===== src/rtl/seq_frame_tx.sv =====
// Serial frame transmitter: 4-bit sync marker, MSB-first payload,
// optional even-parity bit, then a one-cycle done marker.
module seq_frame_tx #(
    parameter int          DATA_W    = 8,
    parameter logic [3:0]  SYNC      = 4'b1001,
    parameter bit          PARITY_EN = 1'b1
) (
    input  logic              clk,
    input  logic              rst_n,
    input  logic              start,
    input  logic [DATA_W-1:0] din,
    output logic              ready,
    output logic              out,
    output logic              busy,
    output logic              done
);

    localparam int MAXN = (DATA_W > 4) ? DATA_W : 4;
    localparam int CW   = $clog2(MAXN);

    localparam logic [CW-1:0] SYNC_LAST = CW'(3);
    localparam logic [CW-1:0] DATA_LAST = CW'(DATA_W - 1);

    typedef enum logic [2:0] {
        S_IDLE = 3'd0,
        S_SYNC = 3'd1,
        S_DATA = 3'd2,
        S_PAR  = 3'd3,
        S_DONE = 3'd4
    } state_t;

    state_t            state_q, state_d;
    logic [CW-1:0]     cnt_q, cnt_d;
    logic [DATA_W-1:0] sr_q, sr_d;
    logic              par_q, par_d;
    logic              accept;

    assign ready  = (state_q == S_IDLE) || (state_q == S_DONE);
    assign accept = start && ready;

    always_comb begin
        state_d = state_q;
        cnt_d   = cnt_q + CW'(1);
        sr_d    = sr_q;
        par_d   = par_q;
        case (state_q)
            S_IDLE: begin
                cnt_d = '0;
            end
            S_SYNC: begin
                if (cnt_q == SYNC_LAST) begin
                    state_d = S_DATA;
                    cnt_d   = '0;
                end
            end
            S_DATA: begin
                sr_d = sr_q << 1;
                if (cnt_q == DATA_LAST) begin
                    state_d = PARITY_EN ? S_PAR : S_DONE;
                    cnt_d   = '0;
                end
            end
            S_PAR: begin
                state_d = S_DONE;
                cnt_d   = '0;
            end
            S_DONE: begin
                state_d = S_IDLE;
                cnt_d   = '0;
            end
            default: begin
                state_d = S_IDLE;
                cnt_d   = '0;
            end
        endcase
        // Accept overrides the IDLE/DONE transition; parity is taken from din now
        if (accept) begin
            state_d = S_SYNC;
            cnt_d   = '0;
            sr_d    = din;
            par_d   = ^din;
        end
    end

    always_ff @(posedge clk or negedge rst_n) begin
        if (!rst_n) begin
            state_q <= S_IDLE;
            cnt_q   <= '0;
            sr_q    <= '0;
            par_q   <= 1'b0;
        end else begin
            state_q <= state_d;
            cnt_q   <= cnt_d;
            sr_q    <= sr_d;
            par_q   <= par_d;
        end
    end

    always_comb begin
        out  = 1'b0;
        busy = 1'b0;
        done = 1'b0;
        case (state_q)
            S_SYNC: begin
                out  = SYNC[~cnt_q[1:0]];
                busy = 1'b1;
            end
            S_DATA: begin
                out  = sr_q[DATA_W-1];
                busy = 1'b1;
            end
            S_PAR: begin
                out  = par_q;
                busy = 1'b1;
            end
            S_DONE: begin
                done = 1'b1;
            end
            default: begin
                out  = 1'b0;
            end
        endcase
    end

endmodule

===== config.mk =====
export PLATFORM = sky130hd
export DESIGN_NAME = seq_frame_tx
export DESIGN_NICKNAME = d
export VERILOG_FILES = /design/src/rtl/seq_frame_tx.sv
export SDC_FILE = /design/constraint.sdc
export NUM_CORES = 1
export LEC_CHECK = 0
export ABC_AREA = 1
export CAP_MARGIN = 0
export CORE_MARGIN = 4
export CORE_UTILIZATION = 50
export CTS_BUF_LIST = sky130_fd_sc_hd__clkbuf_8 sky130_fd_sc_hd__clkbuf_16
export DETAILED_ROUTE_END_ITERATION = 12
export PLACE_DENSITY = 0.75
export SLEW_MARGIN = 30
export SYNTH_ARGS = -nofsm -noshare
export SYNTH_HDL_FRONTEND = slang
export SYNTH_SLANG_ARGS = --single-unit

===== constraint.sdc =====
create_clock -name clk -period 1.5 [get_ports clk]
set_input_delay 0.3 -clock clk [delete_from_list [all_inputs] [get_ports clk]]
set_output_delay 0.3 -clock clk [all_outputs]
set_load 0.05 [all_outputs]

; ---- Word-level counts from Yosys, hierarchy flattened
; Index checks and enable logic that the tools add are counted.
[classes]
n_div = 0
eq_ne = 9
n_mul = 0
reduce_logical = 7
n_lt_le_gt_ge = 1
muxes = 15
n_shift = 0
n_bitwise = 1
n_addsub = 1
[ops]
columns = cell, n
row1 = two-way mux 3 bit, 6
row2 = two-way mux 8 bit, 2
row3 = one-hot mux 3 bit (4 select lines), 1
row4 = == test 3 x 2 -> 1 bit (second input constant), 3
row5 = parity 8 bit, 1
row6 = == test 3 bit (second input constant), 2
row7 = != test 3 bit (second input constant), 2
row8 = one-hot mux 3 bit (2 select lines), 1
row9 = adder 3 x 1 -> 3 bit (second input constant), 1
row10 = == test 3 x 1 -> 1 bit (second input constant), 1
row11 = zero test 3 bit, 1
row12 = < comparator 2 x 3 -> 1 bit (second input constant), 1
row13 = two-way mux 1 bit, 3
row14 = one-hot mux 1 bit (3 select lines), 1
row15 = AND reduction 3 bit, 1
row16 = OR reduction 3 bit, 1
row17 = binary-select mux 1 bit (select 2 bit), 1
row18 = != test 2 bit (second input constant), 1
row19 = inverter 2 bit, 1
row20 = nonzero test 2 bit, 1
row21 = logical AND 1 bit, 1
row22 = logical OR 1 bit, 1
[totals]
out_inout_bits = 4
regBits = 15
mem_bits_ro = 0
n_memories = 0
ram_bits = 0
in_bits = 11
wordCells = 38
latchBits = 0

; ---- Depth between registers and ports, before layout
[logic_depth]
word_depth = 5
ltp_mapped = 9
ltp_nobuf = 9

; ---- Worst setup path after synthesis
; No wires, ideal clock.
[synth_timing]
kind = register to output
start = register state_q[0]
end = output out
stages_incl_launch_ff = 5
required_ns = 1.200
path_buffers = 1
t_arrival_ns = 1.592
setup_slack_ns = -0.392
path_cell_list = dfrtp_1 > inv_1 > nand3_1 > buf_2 > o221ai_1
[synth_between]
elab_chain_len = 2
word_cells_on_any_way = 4
classes_between = eq/ne: 3 / mux: 1
[synth_lines]
columns = item, line_no
row1 = start: declaration, 32  ; state_t state_q, state_d;
row2 = start signal: assignment, 92  ; state_q <= state_d;
row3 = == test 3 x 2 -> 1 bit or == test 3 x 1 -> 1 bit (tied branches), 103  ; case (state_q)
row4 = one-hot mux 1 bit (3 select lines) *, 103
row5 = end: declaration, 13  ; output logic out,
; Every way passes the cells marked *; elsewhere a longest branch is shown, timed or not.

; ---- Worst setup path after layout
[layout_timing]
start = register state_q[2]
end = output out
; The elaborated chain is that of the path after synthesis.

==> flow_metrics.py <==
metrics = {
    "status": {
        "status": "finished, violations left",
        "violations": "setup timing",
    },
    "timing": {
        "timing.hold.ws_ns": 0.3701,
        "fin_crit_sh_pct": 108.2,
        "tightest_slew_ns": 0.1870,
        "finalSetupViolCount": 1,
        "slew_headroom_pct": 87.44,
        "fmax_ghz": 0.6161,
        "fin_crit_ns": 1.623,
        "finalMaxSlewViolations": 0,
        "hold_viol": 0,
        "fin_ws_ns": -0.1232,
        "grt_setup_unrepaired": "yes",
        "worst_clock_skew_ns": 0.001065,
    },
    "global_routing": {
        "antenna_found_initial": 0,
        "grt.overflow.total": 0,
        "grt_pass1_wl_mm": 3.491,
        "grt_max_degree": 16,
        "grt_pass1_vias": 916,
        "grt_usage_pct": 17.96,
    },
    "critical_path": {
        "reg2reg_slack_ns": 0.13,
        "crit_type": "register to primary output",
        "arrival_ns": 1.32,
        "critPathMaxFanout": 4,
        "r2r-end": "sr_q[5]",
        "cp-start-kind": "register",
        "crit_required_ns": 1.20,
        "crit_path_end_kind": "primary output",
        "rr_startpoint": "state_q[0]",
        "rr_worst_depth": 8,
    },
    "layout": {
        "final_common_cell": "nand2_1",
        "multi_input_area_um2": 483.0,
        "stdcell_count": 183,
        "seqCellArea_um2": 377.9,
        "final_cell_mix": "nand2_1, inv_1, dfrtp_1, o21ai_0, buf_4",
        "fillers": 132,
        "syn2layout_area_growth_pct": 44.01,
        "nets": 173,
        "diodes": 0,
        "drive_above_1_share_pct": 24.05,
    },
    "power_and_ir_drop": {
        "powerDensity_nw_per_um2": 2143,
        "total_leakage_power_nw": 0.6841,
        "p_int_mw": 1.599,
        "finalPower_mw": 2.834,
        "pwr-share-clk_pct": 11.1,
        "p_switching_mw": 1.235,
        "p_seq_share_pct": 25.3,
        "ir_worst_vdd_mv": 1.232,
        "power_switching_share_pct": 43.57,
        "pwr-share-comb_pct": 63.6,
    },
    "yosys": {
        "synth_top_family_by_area": "simple AND/OR/NAND/NOR gates",
        "avgSynthCellArea_um2": 7.119,
        "synthSimpleGateAreaFrac_pct": 25.07,
        "synth_cells": 129,
        "seq_area_frac_synth_pct": 40.87,
        "muxShareOfSynthArea_pct": 0,
        "yosys.area_share.xor_xnor_pct": 0.9537,
        "ys_ff_latch": 15,
        "syn_area_um2": 918.4,
        "syn_nets": 143,
        "synth-compound-area-share_pct": 16.21,
        "yosysWarnings": 0,
        "synth_fa_ha_area_share_pct": 4.087,
        "synth_cell_type_count": 19,
    },
    "clock_tree": {
        "cts_root_buf": "clkbuf_8",
        "path_clk_slew_ns": 0.06,
        "numCtsBuffers": 3,
        "cts_tree": "done",
        "cts_sinks": 15,
        "clk_latency_ns": 0.25,
        "clockBufferDepth": 2,
        "htreeDepth": 1,
    },
    "placement": {
        "globalplace.congestion": 0.7460,
        "port_buffers": 14,
        "dpl.hpwl_mm": 1.509,
        "placed_cells": 173,
    },
    "die": {
        "coreArea_um2": 1727,
        "initial_core_util_pct": 53.19,
        "die_h_um": 50.86,
        "fp-row-count": 15,
        "pin_count": 15,
        "die_w_um": 50.86,
        "dieArea_um2": 2586,
    },
    "drt": {
        "wl_mm": 2.079,
        "dr.pass1.iters": 3,
        "antenna_left": 0,
        "dr.first_iter.drc_count": 8,
        "drc": 0,
        "post_drt_wl_per_cell_um": 11.36,
        "routed_via_density": 4.945,
        "vias": 905,
    },
    "worst_hold_path": {
        "hold_path_class": "input pin to async pin",
    },
    "run": {
        "maxCapViolCount": 0,
    },
}
power by group through the flow:
stage | combinational (mW) | clock [mW] | sequential (mW)
floorplan | 0.933 | 0 | 0.686
global placement | 1.45 | 0 | 0.703
detailed placement | 1.50 | 0 | 0.707
CTS | 1.57 | 0.323 | 0.694
global route | 1.95 | 0.346 | 0.742
finish | 1.80 | 0.316 | 0.716
per-layer routing:
metal | up-vias | GRT usage [%] | wire length [um]
met3 | 8 | 2.915 | 53
li1 | 458 | - | -
met4 | 0 | 12.56 | 68
met2 | 18 | 34.78 | 1121
met1 | 421 | 16.79 | 836
met5 | - | 0 | 0
through the flow:
stage	utilization [%]	TNS (ns)	area [um2]	setup WS [ns]
finish	76.59	-0.1232	1323	-0.1232
global route	76.59	-0.2937	1323	-0.1962
CTS	72.03	-0.2362	1244	-0.1879
detailed placement	68.04	-0.4859	1175	-0.06919
global placement	68.04	-0.06599	1175	-0.01486
floorplan	-	-0.2185	927.1	-0.1037
registers in the layout, summed over array words and instances (netlist names):
register  flops
cnt_q         3
state_q       3
par_q         1
sr_q          8
cells in the mapped netlist:
master / number / area [um2]
xnor2_1: 1 / 8.760
nor2_4: 2 / 22.52
o21ai_0: 12 / 60.06
o21ai_2: 2 / 17.52
o21ai_1: 10 / 50.05
a21boi_0: 1 / 7.510
nand2_1: 39 / 146.4
a21oi_1: 1 / 5.000
nor3_2: 1 / 10.01
buf_6: 1 / 11.26
inv_1: 25 / 93.84
buf_2: 1 / 5.000
inv_2: 2 / 7.510
ha_1: 3 / 37.54
nand3_1: 3 / 15.01
nor2_1: 8 / 30.03
dfrtp_1: 15 / 375.4
o221ai_1: 1 / 8.760
nand4_1: 1 / 6.260
worst max path at each step:
stage                     from         end  slack, ns  depth (start not counted)
finish              state_q[2]         out      -0.12                          4
global route        state_q[1]         out      -0.20                          4
CTS                 state_q[2]         out      -0.19                          4
detailed placement       start  state_q[0]      -0.07                          7
global placement         start     sr_q[0]      -0.01                          6
floorplan           state_q[1]        done      -0.10                          3
critical path, cell delays in order (launching register included):
cell and delay, ns:
dfrtp_2 0.45, inv_2 0.12, nand3_2 0.11, o221ai_4 0.22, buf_12 0.17
logic make-up after synthesis:
logic type / after synthesis
XOR/XNOR: 1
AND/OR/NAND/NOR: 54
AO/OA/AOI/OAI: 27
buffers and inverters: 29
adder cells (fa/ha/maj): 3
flip-flops: 15
layout make-up:
cell class | instances | share of cell area, %
Multi-Input combinational cell | 85 | 36.52
Clock buffer | 3 | 3.122
Timing Repair Buffer | 27 | 21.29
Sequential cell | 15 | 28.57
Tap cell | 25 | 2.365
Clock inverter | 1 | 0.2838
Inverter | 27 | 7.852
what timing repair did:
item | 4_1_cts | 5_1_grt
setup buffers | 3 | 3
pin swaps | 2 | 3
endpoints found under the setup margin | 2 | 5
hold buffers | 0 | 0
resized for setup | 1 | 13
No activity file was read; power rests on OpenSTA's default activity.
